===== src/rtl/data_mem_responder.sv =====
// -----------------------------------------------------------------------------
// data_mem_responder
//   Memory-side responder for the CPU data-memory interface. It takes one
//   LW/SW request at a time, waits WAIT_CYCLES wait states and then completes
//   the request with a single-cycle ready pulse. Storage is a word-organised
//   array of 2**DEPTH_LOG2 32-bit words. A misaligned address, or both strobes
//   raised together, is reported with err_o alongside ready_o. Such a request
//   does not write the array and returns zero read data.
//
// Parameters
//   DEPTH_LOG2   log2 of the number of 32-bit words
//   WAIT_CYCLES  wait states between accept and ready (0..15)
//
// Ports
//   clk_i     in   1   clock, rising edge
//   rst_n_i   in   1   asynchronous active-low reset
//   mem_rd_i  in   1   read request (LW)
//   mem_wr_i  in   1   write request (SW)
//   addr_i    in   32  byte address; only the word index bits are used
//   wdata_i   in   32  write data
//   rdata_o   out  32  read data, nonzero only while ready_o=1
//   ready_o   out  1   single-cycle completion pulse
//   busy_o    out  1   high while a request is waiting or responding
//   err_o     out  1   single-cycle illegal-request pulse, with ready_o
// -----------------------------------------------------------------------------
module data_mem_responder #(
    parameter int DEPTH_LOG2  = 6,
    parameter int WAIT_CYCLES = 2
) (
    input  logic        clk_i,
    input  logic        rst_n_i,
    input  logic        mem_rd_i,
    input  logic        mem_wr_i,
    input  logic [31:0] addr_i,
    input  logic [31:0] wdata_i,
    output logic [31:0] rdata_o,
    output logic        ready_o,
    output logic        busy_o,
    output logic        err_o
);

    localparam int DEPTH = 1 << DEPTH_LOG2;

    typedef enum logic [1:0] {
        S_IDLE,
        S_WAIT,
        S_RESP
    } state_t;

    state_t                  state;
    logic [3:0]              cnt;

    // Request captured at accept time
    logic [DEPTH_LOG2-1:0]   idx;
    logic [31:0]             wdata;
    logic                    wr;
    logic                    err;

    logic [31:0]             mem [DEPTH];

    logic                    req;
    logic                    in_err;
    logic [DEPTH_LOG2-1:0]   in_idx;
    logic                    unused_addr;

    assign req    = mem_rd_i | mem_wr_i;
    assign in_err = (addr_i[1:0] != 2'b00) | (mem_rd_i & mem_wr_i);
    assign in_idx = addr_i[DEPTH_LOG2+1:2];

    // Upper address bits are deliberately ignored: the address wraps modulo
    // the array depth.
    assign unused_addr = ^addr_i[31:DEPTH_LOG2+2];

    // Read data only for a legal read; writes and illegal requests return 0.
    function automatic logic [31:0] load_value(input logic is_wr,
                                               input logic is_err,
                                               input logic [31:0] word);
        return (is_wr || is_err) ? 32'd0 : word;
    endfunction

    // Operand capture. Not reset: these are only consumed after an accept.
    always_ff @(posedge clk_i) begin
        if (state == S_IDLE && req) begin
            idx   <= in_idx;
            wdata <= wdata_i;
        end
    end

    // Array write at the RESP->IDLE edge. A reset forces state to IDLE
    // asynchronously, so an aborted request can never reach this write.
    always_ff @(posedge clk_i) begin
        if (state == S_RESP && wr && !err) begin
            mem[idx] <= wdata;
        end
    end

    // Control FSM with registered outputs
    always_ff @(posedge clk_i or negedge rst_n_i) begin
        if (!rst_n_i) begin
            state   <= S_IDLE;
            cnt     <= 4'd0;
            wr      <= 1'b0;
            err     <= 1'b0;
            rdata_o <= 32'd0;
            ready_o <= 1'b0;
            busy_o  <= 1'b0;
            err_o   <= 1'b0;
        end else begin
            case (state)
                S_IDLE: begin
                    ready_o <= 1'b0;
                    err_o   <= 1'b0;
                    rdata_o <= 32'd0;
                    if (req) begin
                        cnt    <= 4'(WAIT_CYCLES);
                        wr     <= mem_wr_i & ~mem_rd_i;
                        err    <= in_err;
                        busy_o <= 1'b1;
                        if (WAIT_CYCLES == 0) begin
                            // No wait states: respond straight from the
                            // inputs, since the captured copy is not yet valid.
                            state   <= S_RESP;
                            ready_o <= 1'b1;
                            err_o   <= in_err;
                            rdata_o <= load_value(mem_wr_i, in_err, mem[in_idx]);
                        end else begin
                            state <= S_WAIT;
                        end
                    end else begin
                        busy_o <= 1'b0;
                    end
                end

                S_WAIT: begin
                    cnt <= cnt - 4'd1;
                    if (cnt == 4'd1) begin
                        state   <= S_RESP;
                        ready_o <= 1'b1;
                        err_o   <= err;
                        rdata_o <= load_value(wr, err, mem[idx]);
                    end
                end

                S_RESP: begin
                    state   <= S_IDLE;
                    ready_o <= 1'b0;
                    err_o   <= 1'b0;
                    busy_o  <= 1'b0;
                    rdata_o <= 32'd0;
                end

                default: begin
                    state   <= S_IDLE;
                    ready_o <= 1'b0;
                    err_o   <= 1'b0;
                    busy_o  <= 1'b0;
                    rdata_o <= 32'd0;
                end
            endcase
        end
    end

endmodule


===== config.mk =====
export PLATFORM = sky130hd
export DESIGN_NAME = data_mem_responder
export DESIGN_NICKNAME = d
export VERILOG_FILES = /design/src/rtl/data_mem_responder.sv
export SDC_FILE = /design/constraint.sdc
export NUM_CORES = 2
export LEC_CHECK = 0
export BUFFER_PORTS_ARGS = -buffer_cell sky130_fd_sc_hd__buf_2
export CORE_MARGIN = 1
export CORE_UTILIZATION = 30
export DETAILED_ROUTE_END_ITERATION = 8
export HOLD_SLACK_MARGIN = 0.05
export PLACE_DENSITY = 0.53
export SETUP_SLACK_MARGIN = 0.3
export SYNTH_ARGS = -nofsm -noshare
export SYNTH_HDL_FRONTEND = slang
export SYNTH_SLANG_ARGS = --single-unit

===== constraint.sdc =====
create_clock -name clk_i -period 7.7 [get_ports clk_i]
set_input_delay 0.77 -clock clk_i [delete_from_list [all_inputs] [get_ports clk_i]]
set_output_delay 0.77 -clock clk_i [all_outputs]
set_load 0.005 [all_outputs]

# Word level (Yosys, flattened, before mapping)
# Memories as Yosys holds them, arrays and structs flattened. A register that Yosys moved wholly into a read port is not among the register bits.
# Cells that the tools add are included.
[word_totals]
out_inout_bits = 35
ramBits = 2048
input_bits = 68
n_memories = 1
ff_bits = 81
wordCells = 50
[op_classes]
bitwise = 5
n_mux = 17
n_reduce_logical = 11
n_eq_ne = 5
n_addsub = 1
[memory_table]
columns = ["memory", "depth", "width", "read_ports", "rd_clocked_by_memory_dff", "wr", "line", "rtl"]
rows = [
  ["mem", 64, 32, 1, 1, 1, "59", "logic [31:0] mem [DEPTH];"],
]
[op_table]
columns = ["operator", "n"]
rows = [
  ["$mux W32", 3],
  ["$pmux W4 S2", 1],
  ["$mux W1", 7],
  ["$mux W6", 1],
  ["$reduce_and A2 Y1", 3],
  ["$eq A4 B1 Y1 const B", 1],
  ["$mux W2", 2],
  ["$mux W4", 1],
  ["$ne A2 B2 Y1 const B", 2],
  ["$pmux W2 S2", 1],
  ["$reduce_bool A2 Y1", 2],
  ["$sub A4 B1 Y4 const B", 1],
  ["$logic_and A1 B1 Y1", 3],
  ["$and A1 B1 Y1", 2],
  ["$eq A2 B1 Y1 const B", 1],
  ["$eq A2 B2 Y1 const B", 1],
  ["$logic_not A2 Y1", 1],
  ["$or A1 B1 Y1", 2],
  ["$pmux W1 S2", 1],
  ["$logic_not A1 Y1", 1],
  ["$logic_or A1 B1 Y1", 1],
  ["$not A1 Y1", 1],
]

# Longest topological paths before layout
[logic_depth]
ltp_word = 5
ltp_mapped = 11
ltp_nobuf = 7

# Worst setup path after synthesis
# Ideal clock, no wire load.
[synth_path]
path_type = "flip-flop to flip-flop"
from = "register idx[4]"
to = "memory mem[16][0] (enable)"
setup_ns = 0.421
setup_slack_ns = 4.761
required_time_ns = 7.279
n_path_buf = 2
t_arrival_ns = 2.518
period_less_slack_ns = 2.939
path_stages_with_launch = 5
path_cell_list = "edfxtp_1 -> clkbuf_1 -> or3b_2 -> clkbuf_1 -> nor2_1"
[synth_rtl]
columns = ["item", "line", "rtl"]
rows = [
  ["start, declared", "54", "logic [DEPTH_LOG2-1:0] idx;"],
  ["start signal, assigned", "84", "idx <= in_idx;"],
  ["end, declared", "59", ""],
]
# No word-level cell before the write port.

==> results.sh <==
export IMPL_status="complete, no violations"
export IMPL_post_dp_cell_area_um2=87100
export IMPL_synth_edf_count=2086
export IMPL_final_cell_mix="2,086 x edfxtp_1, 450 x mux4_2, 236 x mux2i_1, 220 x clkbuf_16, 141 x buf_4"
export IMPL_cp_slowest_stage_delay_ps=940
export IMPL_rows=191
export IMPL_dp_hpwl_mm=113
export IMPL_cpMaxStageDelayCell="dfxtp_4"
export IMPL_wl_mm=222
export IMPL_nets=4031
export IMPL_grt_first_pass_wirelength_mm=311
export IMPL_crit_family="compound AO/OA/AOI/OAI gates"
export IMPL_grt_usage=0.161
export IMPL_maxCapViolCount=0
export IMPL_cts_root_buf="clkbuf_16"
export IMPL_crit_type="flip-flop to flip-flop"
export IMPL_wire_per_inst_um=28.8
export IMPL_drive_above_1_share=0.272
export IMPL_final_common_cell="edfxtp_1"
export IMPL_path_cells="and2_1 -> buf_4 -> a22oi_1 -> a31o_2 -> o41ai_2 -> buf_4 -> a21oi_1"
export IMPL_setup_tns_final_ps=0
export IMPL_grt_max_degree=117
export IMPL_numCtsBuffers=218
export IMPL_gp_congestion=0.742
export IMPL_setup_viol=0
export IMPL_final_hold_violation_count=0
export IMPL_htreeDepth=4
export IMPL_crit_top_cell="buf_4"
export IMPL_gr_total_overflow=0
export IMPL_drc=0
export IMPL_worst_setup_path_start_kind="flip-flop"
export IMPL_synthCells=3687
export IMPL_worstMarginPinSlew_ps=1160
export IMPL_cts_tree="done"
export IMPL_fin_crit_sh=0.521
export IMPL_fin_cells=7724
export IMPL_rsz0062_at_grt="false"
export IMPL_stdcell_area_um2=94600
export IMPL_synth_area_um2=81800
export IMPL_ir_worst_vdd_uv=239
export IMPL_period_minus_slack_ps=4010
export IMPL_postCtsResizedCells=0
export IMPL_end_kind="flip-flop"
export IMPL_timing_hold_ws_ps=120
export IMPL_drt_first_iter_violations=4057
export IMPL_synth_top_area_frac=0.766
export IMPL_ctsLongestPathBuffers=3
export IMPL_port_buffers=78
export IMPL_initial_core_util=0.302
export IMPL_yosysTopAreaCell="edfxtp_1"
export IMPL_critPathRequiredTime_ps=8420
export IMPL_avgViaCountPerCell=5.07
export IMPL_max_freq_ghz=0.249
export IMPL_synthArstFlopShare=0.0201
export IMPL_slew_viol_final=0
export IMPL_antenna_found_initial=7
export IMPL_fin_skew_ps=34.5
export IMPL_grt_pass1_vias=40300
export IMPL_worstHoldPathType="primary input to asynchronous set/reset pin"
export IMPL_ctsHoldBuffers=29
export IMPL_power_density_nw_per_um2=341
export IMPL_yosysSeqAreaShare=0.781
export IMPL_syn_avg_cell_area_um2=22.2
export IMPL_die_area_um2=275000
export IMPL_max_slew_margin=0.229
export IMPL_die_y_um=524
export IMPL_drt_pass1_iterations=6
export IMPL_clkLatencyLatePin_ps=860
export IMPL_syn_nets=3757
export IMPL_cts_setup_buffers=0
export IMPL_core_area_um2=271000
export IMPL_crit_fanout=44
export IMPL_cp_num_buf_inv=2
export IMPL_yosysUniqueCellTypes=56
export IMPL_synthFlopType="edfxtp_1"
export IMPL_vias=39200
export IMPL_p_leak_nw=29.6
export IMPL_cp_arrival_ps=4730
export IMPL_ys_ff_latch=2135
export IMPL_synth_area_leaders="edfxtp_1 77%, mux4_2 12%, mux2i_1 2.9%"
export IMPL_cts_clk_slew_worst_paths_ps=60
export IMPL_antenna_left=0
export IMPL_yosys_warnings=0
export IMPL_die_w_um=524
export IMPL_area_growth_pct=15.6
export IMPL_clkSinkCount=2135
export IMPL_io_pins=103
export IMPL_post_place_cells=7282
-- state kept, by name (all words and copies together), names as in the netlist, named ones only --
register and cells:
rdata_o 32, idx 6, ready_o 1, busy_o 1, wdata 32, state 2, mem 2048, cnt 4
wr 1, err_o 1, err 1
-- cells in the mapped netlist (4+ instances only) --
cell,instances
nand4_1,24
nand3b_1,4
or4_1,8
buf_8,7
and2_1,6
a21oi_1,47
inv_1,5
a31o_2,4
o21ai_0,18
nand3_1,34
nor2_1,91
buf_2,55
o22ai_1,25
mux4_2,450
nor3_1,8
clkbuf_1,54
a211oi_1,15
edfxtp_1,2086
nor2b_1,25
mux2i_1,236
a22oi_1,104
dfrtp_1,43
mux2_2,54
nand2b_1,6
dfxtp_1,6
buf_6,28
a32oi_1,9
o41ai_1,5
buf_4,36
o211ai_1,20
and3_1,13
buf_1,21
nand2_1,93
o31ai_1,10
-- worst paths after layout --
path,cells past startpoint,end,from,slack [ps]
min,1,busy_o,rst_n_i,120
min in group clk_i,2,wr,mem_rd_i,140
min reg2reg,2,rdata_o[0],rdata_o[0],480
max,7,rdata_o[28],flip-flop,3690
max in group asynchronous,1,rdata_o[25],rst_n_i,6850
max reg2reg,7,rdata_o[28],flip-flop,3690
-- per-stage QoR --
step                utilization  total power [mW]  worst slack, ps
detailed placement        0.322              22.0             3310
finish                    0.349              32.2             3690
CTS                       0.349              32.5             3300
global placement          0.322              21.9             3310
floorplan                     -              19.5             4760
global route              0.349              33.3             3520
-- area by class of cell --
class | count | area (um^2)
fillers | 25200 | 176000
flip-flops and latches | 2135 | 63900
multi-input cells | 1344 | 17200
clock buffers | 302 | 5990
well taps | 3570 | 4470
repair buffers | 255 | 1890
clock inverters | 108 | 1130
inverters | 7 | 27.5
diodes | 3 | 7.51
-- cells by family after synthesis --
logic type	share of synthesized area
muxes	0.161
AOI/OAI and AO/OA	0.0233
buffers and inverters	0.0156
xor gates and xnor gates	0.000107
DFF	0.781
adders and majority gates	0.000306
and+or+nand+nor	0.0192
-- routing by layer --
metal	vias to the layer above	routed length, um	track usage	part of all wire
li1	16100	-	-	-
met1	21500	94400	0.217	0.42
met2	1249	109000	0.268	0.49
met3	278	14000	0.0293	0.063
met4	0	4690	0.0399	0.021
met5	-	0	0	0
-- power breakdown --
| group | internal (mW) | leakage (nW) | total, mW | switching (mW) |
|---|---|---|---|---|
| combinational | 3.20 | 6.71 | 7.87 | 4.67 |
| clock | 6.10 | 3.48 | 10.5 | 4.42 |
| sequential | 13.6 | 19.4 | 13.8 | 0.251 |
Power figures use the tool's default switching activity.
